File: src/rtl/ex_forward_hazard_ctrl_pkg.sv
// Shared types for the execute-stage forwarding/hazard controller:
// forward-select codes and the scoreboard slot record.
package ex_forward_hazard_ctrl_pkg;

  localparam int REG_W = 3;

  typedef logic [1:0] fwd_sel_t;

  localparam fwd_sel_t SEL_MUX = 2'b00;  // no forward, operand mux path
  localparam fwd_sel_t SEL_WB  = 2'b01;  // write-back value (load or M/W)
  localparam fwd_sel_t SEL_EM  = 2'b10;  // ALU result leaving execute
  localparam fwd_sel_t SEL_MW  = 2'b11;  // ALU result one stage further on

  typedef struct packed {
    logic             v;
    logic             wr;
    logic             ld;
    logic [REG_W-1:0] dst;
  } slot_t;

  localparam slot_t SLOT_BUBBLE = '0;

endpackage

File: src/rtl/ex_fwd_sel_logic.sv
// Match and priority encoder producing the forward select for one operand,
// nearest in-flight producer first.
module ex_fwd_sel_logic
  import ex_forward_hazard_ctrl_pkg::*;
#(
  parameter bit ALLOW_MW = 1'b1
) (
  input  logic             valid,
  input  logic             used,
  input  logic [REG_W-1:0] idx,
  input  slot_t            e_slot,
  input  slot_t            m_slot,
  output fwd_sel_t         sel
);

  logic e_hit;
  logic m_hit;
  logic unused_e_ld;

  // A load in E never gets here: the hazard check stalls it first.
  assign unused_e_ld = e_slot.ld;

  assign e_hit = valid & used & e_slot.v & e_slot.wr & (e_slot.dst == idx);
  assign m_hit = valid & used & m_slot.v & m_slot.wr & (m_slot.dst == idx);

  always_comb begin
    // NOTE: default first so every path assigns sel and no latch is inferred.
    sel = SEL_MUX;
    if (e_hit) begin
      sel = SEL_EM;
    end else if (m_hit) begin
      sel = (ALLOW_MW && !m_slot.ld) ? SEL_MW : SEL_WB;
    end
  end

endmodule

File: src/rtl/ex_forward_hazard_ctrl.sv
// Execute-stage sequencing: in-flight destination scoreboard, registered
// operand-forward selects, load-use bubble insertion, freeze and flush.
module ex_forward_hazard_ctrl
  import ex_forward_hazard_ctrl_pkg::*;
#(
  parameter int RW          = REG_W,
  parameter int STALL_CNT_W = 16
) (
  input  logic                   clk,
  input  logic                   rst,
  input  logic                   d_valid,
  input  logic [RW-1:0]          d_src,
  input  logic [RW-1:0]          d_dst,
  input  logic                   d_src_used,
  input  logic                   d_dst_used,
  input  logic                   d_wr_reg,
  input  logic                   d_is_load,
  input  logic                   freeze,
  input  logic                   flush,
  output logic [1:0]             FU_Src_Sel,
  output logic [1:0]             FU_Dst_Sel,
  output logic                   stall_fd,
  output logic                   bubble_ex,
  output logic [STALL_CNT_W-1:0] stall_count
);

  if (RW != REG_W) begin : g_rw_check
    $error("RW must equal the slot record index width");
  end

  slot_t    e_q, m_q, w_q;
  fwd_sel_t src_sel_c, dst_sel_c;
  logic     lu;
  logic     unused_w;

  // W is kept for pipeline bookkeeping only; no select looks that far back.
  assign unused_w = ^w_q;

  assign lu = e_q.v & e_q.ld & e_q.wr & d_valid &
              ((d_src_used & (d_src == e_q.dst)) |
               (d_dst_used & (d_dst == e_q.dst)));

  assign stall_fd = lu & ~freeze & ~flush;

  ex_fwd_sel_logic #(.ALLOW_MW(1'b1)) u_sel_a (
    .valid  (d_valid),
    .used   (d_src_used),
    .idx    (d_src),
    .e_slot (e_q),
    .m_slot (m_q),
    .sel    (src_sel_c)
  );

  ex_fwd_sel_logic #(.ALLOW_MW(1'b0)) u_sel_b (
    .valid  (d_valid),
    .used   (d_dst_used),
    .idx    (d_dst),
    .e_slot (e_q),
    .m_slot (m_q),
    .sel    (dst_sel_c)
  );

  always_ff @(posedge clk or negedge rst) begin
    // NOTE: non-blocking so every slot shifts from its pre-edge value.
    if (!rst) begin
      e_q         <= SLOT_BUBBLE;
      m_q         <= SLOT_BUBBLE;
      w_q         <= SLOT_BUBBLE;
      FU_Src_Sel  <= SEL_MUX;
      FU_Dst_Sel  <= SEL_MUX;
      bubble_ex   <= 1'b1;
      stall_count <= '0;
    end else if (!freeze) begin
      w_q <= m_q;
      m_q <= e_q;
      if (flush) begin
        e_q        <= SLOT_BUBBLE;
        FU_Src_Sel <= SEL_MUX;
        FU_Dst_Sel <= SEL_MUX;
        bubble_ex  <= 1'b1;
      end else if (lu) begin
        e_q        <= SLOT_BUBBLE;
        FU_Src_Sel <= SEL_MUX;
        FU_Dst_Sel <= SEL_MUX;
        bubble_ex  <= 1'b1;
        if (stall_count != '1) begin
          stall_count <= stall_count + STALL_CNT_W'(1);
        end
      end else begin
        e_q        <= '{v: d_valid, wr: d_wr_reg, ld: d_is_load, dst: d_dst};
        FU_Src_Sel <= src_sel_c;
        FU_Dst_Sel <= dst_sel_c;
        bubble_ex  <= ~d_valid;
      end
    end
  end

endmodule

File: config.mk
export PLATFORM = sky130hd
export DESIGN_NAME = ex_forward_hazard_ctrl
export DESIGN_NICKNAME = d
export VERILOG_FILES = /design/src/rtl/ex_forward_hazard_ctrl_pkg.sv /design/src/rtl/ex_fwd_sel_logic.sv /design/src/rtl/ex_forward_hazard_ctrl.sv
export SDC_FILE = /design/constraint.sdc
export NUM_CORES = 1
export LEC_CHECK = 0
export ABC_AREA = 1
export CELL_PAD_IN_SITES_DETAIL_PLACEMENT = 0
export CELL_PAD_IN_SITES_GLOBAL_PLACEMENT = 1
export CORE_ASPECT_RATIO = 0.75
export CORE_MARGIN = 4
export CORE_UTILIZATION = 38
export CTS_CLUSTER_DIAMETER = 50
export CTS_CLUSTER_SIZE = 8
export DETAILED_ROUTE_END_ITERATION = 6
export GPL_TIMING_DRIVEN = 0
export PLACE_DENSITY_LB_ADDON = 0.1
export SYNTH_ARGS = -nofsm -noshare
export SYNTH_HDL_FRONTEND = slang
export SYNTH_SLANG_ARGS = --single-unit
File: constraint.sdc
create_clock -name clk -period 2.1 [get_ports clk]
set_input_delay 0.42 -clock clk [delete_from_list [all_inputs] [get_ports clk]]
set_output_delay 0.42 -clock clk [all_outputs]
set_load 0.02 [all_outputs]
; Yosys cells after proc, flatten, opt, wreduce, memory -nomap -nowiden
; Cells that the tools add are included.
[word_totals]
mem_bits_ro = 0
ff_bits = 33
word_cells = 60
n_memories = 0
input_bits = 15
out_inout_bits = 22
mem_bits_rw = 0
latch_bits = 0
[op_classes]
mux = 13
addsub = 1
bitwise = 26
n_div = 0
n_eq_ne = 7
shifts = 0
reduce_logical = 1
mul = 0
order_cmp = 0
[ops]
columns = operator, count
row1 = bitwise AND 1 bit, 22
row2 = equality test 3 bit, 6
row3 = adder 16 x 1 -> 16 bit (second input constant), 1
row4 = two-way mux 2 bit, 8
row5 = inequality test 16 bit (second input constant), 1
row6 = two-way mux 6 bit, 2
row7 = AND reduction 4 bit, 1
row8 = two-way mux 1 bit, 3
row9 = NOT 1 bit, 3
row10 = bitwise OR 1 bit, 1

; Logic depth before layout (Yosys ltp)
[logic_depth]
ltp_word = 8
ltp_mapped = 11

; Modules after synthesis
; From an unflattened synthesis, not the netlist that was laid out.
[hier_totals]
hier_cells = 317
area_unflattened_um2 = 2202.1
[by_module_without_submodules]
columns = mod, instances, area_per_inst_um2, cells_per_inst, seq_area_each_um2
row1 = ex_forward_hazard_ctrl, 1, 1858.0, 237, 827.0
row2 = ex_fwd_sel_logic (u_sel_a), 1, 181.4, 43, 0.0
row3 = ex_fwd_sel_logic (u_sel_b), 1, 162.7, 37, 0.0

; Least setup slack after synthesis
; OpenSTA, ideal clock, no wires.
[synth_timing]
path_kind = register to register
from = register stall_count[0]
to = register stall_count[5]
synth_period_minus_slack_ps = 1661
stages_incl_launch_ff = 12
slack_ps = 439
setup_time_ps = 65
n_path_buf = 1
t_arrival_ps = 1596
cell_sequence = dfrtp_1 > ha_1 > nand3_2 > inv_2 > nand3_2 > clkinv_2 > nand3_2 > clkinv_1 > nor2_4 > buf_6 > nand2_1 > nand2_1
[synth_between]
elab_chain_len = 2
[synth_rtl]
columns = element, line
row1 = start: declaration, ex_forward_hazard_ctrl.sv:24  ; output logic [STALL_CNT_W-1:0] stall_count
row2 = start signal: assignment, ex_forward_hazard_ctrl.sv:87  ; stall_count <= stall_count + STALL_CNT_W'(1);
row3 = branches (longest 2 deep; another with adder 16 x 1 -> 16 bit), n/a
; Parallel ways; which one is timed is not known.
; A chain may end at the register's enable or synchronous reset.

; Final worst setup path
[layout_timing]
from = input flush
to = output stall_fd
[layout_between]
elab_chain_len = 2
[layout_rtl]
columns = element, line
row1 = start: declaration, ex_forward_hazard_ctrl.sv:19  ; input logic flush,
row2 = NOT 1 bit (no line), n/a
row3 = bitwise AND 1 bit, ex_forward_hazard_ctrl.sv:43  ; assign stall_fd = lu & ~freeze & ~flush;
row4 = end: declaration, ex_forward_hazard_ctrl.sv:22  ; output logic stall_fd,
; No other way between the ends.

==> impl_summary.txt <==
----------------------------------------------------
[Outcome]
  Run status ... complete, no violations

[Synth]
  Proportion of synthesized chip area in sequential cells ... 0.426
  Number of instances in the synthesized netlist ... 250
  Area contributors post-synth ... sky130_fd_sc_hd__dfrtp_1 (41%), sky130_fd_sc_hd__nand2_1 (18%), sky130_fd_sc_hd__xor2_1 (4.5%)
  Area of the mapped netlist ... 1940 um2
  Synth Register Bits ... 33
  Post-synthesis average cell area ... 7.76 um2
  Cell type contributing the most total cell area after synthesis ... sky130_fd_sc_hd__dfrtp_1
  Proportion of netlist area held by the largest area contributor ... 0.413
  Leading register cell type out of synthesis ... sky130_fd_sc_hd__dfrtp_1
  Most common library cells after synthesis ... sky130_fd_sc_hd__nand2_1 (95), sky130_fd_sc_hd__dfrtp_1 (32), sky130_fd_sc_hd__inv_1 (20)
  Most frequently used cell type in the post-synthesis netlist ... sky130_fd_sc_hd__nand2_1
  Async SR Flop Fraction ... 1.00
  Post-synthesis cell type count ... 28
  Number of enable-type register cells in the synthesized netlist ... 0
  Synthesized net count ... 266
  Warning count from the yosys run ... 0

[Global route]
  Initial antenna violation count ... 0
  Met3 global-route usage ... 0.0441
  Total routing resource utilization after global routing ... 0.157
  Vias in the first global route ... 1574
  Total global routing overflow ... 0
  Global routing usage on met2 ... 0.191
  Maximum number of pins on one net before global-route repair ... 34
  GR Layer Usage met1 ... 0.256
  Global routing's busiest layer ... met1
  Global-route wire length before repair ... 7970 um

[Floorplan]
  Die area ... 6320 um2
  Initial Util ... 0.394
  Die Y-Extent ... 69.9 um
  Core region area ... 4930 um2
  Standard-cell rows ... 22
  Number of I/O pins ... 37
  Die W ... 90.5 um

[Clocking]
  Max H-tree Level ... 2
  Number of buffers added to fix hold violations after cts ... 0
  Later-pin clock latency in the skew report ... 290 ps
  Clock transition at the registers of the reported paths ... 70 ps
  Clock Sink Count ... 33
  Clock tree root buffer cell ... sky130_fd_sc_hd__clkbuf_8
  Clock buffers created by TritonCTS ... 5
  Buffer depth of the longest clock path ... 2
  TritonCTS clock tree ... yes

[Drt]
  Vias post-DR ... 1637
  Remaining routing DRC violations ... 0
  Routed WL per cell ... 13.0 um
  DRT iter0 DRCs ... 72
  Total length of routed wires ... 4620 um
  Post-DRT Antenna Nets ... 0
  Avg Vias per Cell ... 4.62
  First-pass DRT Iterations ... 4

[Worst setup path]
  Kind of start point of the critical path ... input pin
  CP endpoint kind ... primary output
  Data required time at the worst endpoint ... 1680 ps
  Critical Path AT ... 1480 ps
  Max FO, Critical Path ... 3
  Worst Path Class, Setup ... input pin to primary output

[Layout]
  Layout cell share with drive strength beyond 1 ... 0.136
  Antenna diode count ... 0
  Final core utilization ... 0.503
  Final nets ... 309
  Fill count ... 478
  Final non-filler cell total ... 354
  Finished Cell Area ... 2480 um2
  Synthesis-to-finish area growth ... 27.9%

[STA]
  Clock tree skew after final layout ... 5.94 ps
  Total count of hold-check failures in the final report ... 0
  RSZ-0062 raised after global routing ... false
  Crit path time final ... 1900 ps
  Tightest Pin Transition ... 737 ps
  Slack of the critical path ... 200 ps
  Max-Slew Margin vs Limit ... 0.509
  Highest clock frequency the design can meet ... 526 MHz
  Share of the clock period used by the worst path after layout ... 0.905
  Final setup viols ... 0
  Count of pins over their slew limit ... 0

[Power and ir drop]
  Max rail drop VDD ... 0.439 mV
  Power Density ... 546 nW/um2
  Sum of internal, switching and leakage power ... 1.36 mW
  Leak Pwr ... 1.22 nW

[Place]
  Routability Congestion ... 0.829
  Worst slack, placed ... -554 ps
  Detailed-placement wirelength estimate ... 3460 um
  Buffers added on ports ... 35
  Placed Area ... 2360 um2
  Cell total after placement ... 345

[Hold path]
  Class of the tightest hold or removal check ... input pin to asynchronous set/reset pin

[Flow run]
  Max-cap check violation count ... 0

----------------------------------------------------
[worst max-delay path, cell delays in order]
cell and delay [ps]:
sky130_fd_sc_hd__clkdlybuf4s50_1 410, sky130_fd_sc_hd__or2_4 260, sky130_fd_sc_hd__clkinv_2 60, sky130_fd_sc_hd__nand3_2 110
sky130_fd_sc_hd__inv_2 80, sky130_fd_sc_hd__buf_4 130
[kinds of logic after synthesis]
group | synth area share
adders and majority gates | 0.00645
DFF | 0.426
and+or+nand+nor | 0.358
buffers and inverters | 0.0813
xor gates and xnor gates | 0.0858
AOI/OAI and AO/OA | 0.0419
[metal layers]
metal / share of wire / wire [um]
met5: 0 / 0
met4: 0.0097 / 45
met3: 0.038 / 174
met2: 0.38 / 1730
met1: 0.58 / 2660
[placed cells by master (no fill, tap or decap), types with 5 or more instances in the layout]
cell type	instances
sky130_fd_sc_hd__nand2_1	95
sky130_fd_sc_hd__dfrtp_1	32
sky130_fd_sc_hd__clkdlybuf4s50_1	26
sky130_fd_sc_hd__inv_1	19
sky130_fd_sc_hd__nand3_1	15
sky130_fd_sc_hd__o21ai_0	13
sky130_fd_sc_hd__nor2_1	11
sky130_fd_sc_hd__xor2_1	10
sky130_fd_sc_hd__nand4_1	8
sky130_fd_sc_hd__xnor2_1	7
sky130_fd_sc_hd__clkbuf_8	7
sky130_fd_sc_hd__inv_2	5
sky130_fd_sc_hd__nor3_1	5
sky130_fd_sc_hd__dlygate4sd2_1	5
[report_power, final]
group          switching (mW)  total, mW  internal, mW  leakage (nW)
logic                  0.0816      0.142        0.0600         0.714
clock network           0.240      0.537         0.296        0.0542
registers              0.0176      0.677         0.659         0.447
total                   0.339       1.36          1.02          1.22
[repair_timing]
item | in CTS | in global routing
pin swaps | 1 | 0
hold endpoints to repair | 0 | 0
buffers inserted | 1 | 0
setup endpoints to repair | 1 | 1
gates cloned | 0 | 0
resized for setup | 12 | 3
[metrics by stage]
step / hold WS (ps) / setup TNS, ps
after floorplan: 124 / 0
after global placement: 463 / -4810
after detailed placement: 464 / -554
after CTS: 224 / 0
after global routing: 258 / 0
final: 191 / 0
[registers in the layout, indices dropped and copies added (netlist names)]
register / count
stall_count: 16
m_q: 6
e_q: 6
bubble_ex: 1
FU_Src_Sel: 2
FU_Dst_Sel: 2
[final timing paths]
path	start	to	slack (ps)	cells after the start
min reg2reg	FU_Src_Sel[1]	FU_Src_Sel[1]	470	2
min in group clk	freeze	m_q[2]	360	2
max reg2reg	stall_count[0]	stall_count[5]	320	11
max	flush	stall_fd	200	6
min	rst	stall_count[12]	190	1
max in group asynchronous	rst	m_q[4]	1430	1
[cell type report]
type	count	area, um2	share of cell area
buffer	6	53.8	0.0217
clock buffer	7	96.3	0.0388
clock inverter	1	5.00	0.00202
tap	60	75.1	0.0303
timing repair buffer	36	349	0.141
inverter	27	104	0.0419
sequential	33	827	0.334
multi-input combinational	184	970	0.391
Note: power is estimated with default switching activity, not from simulation.
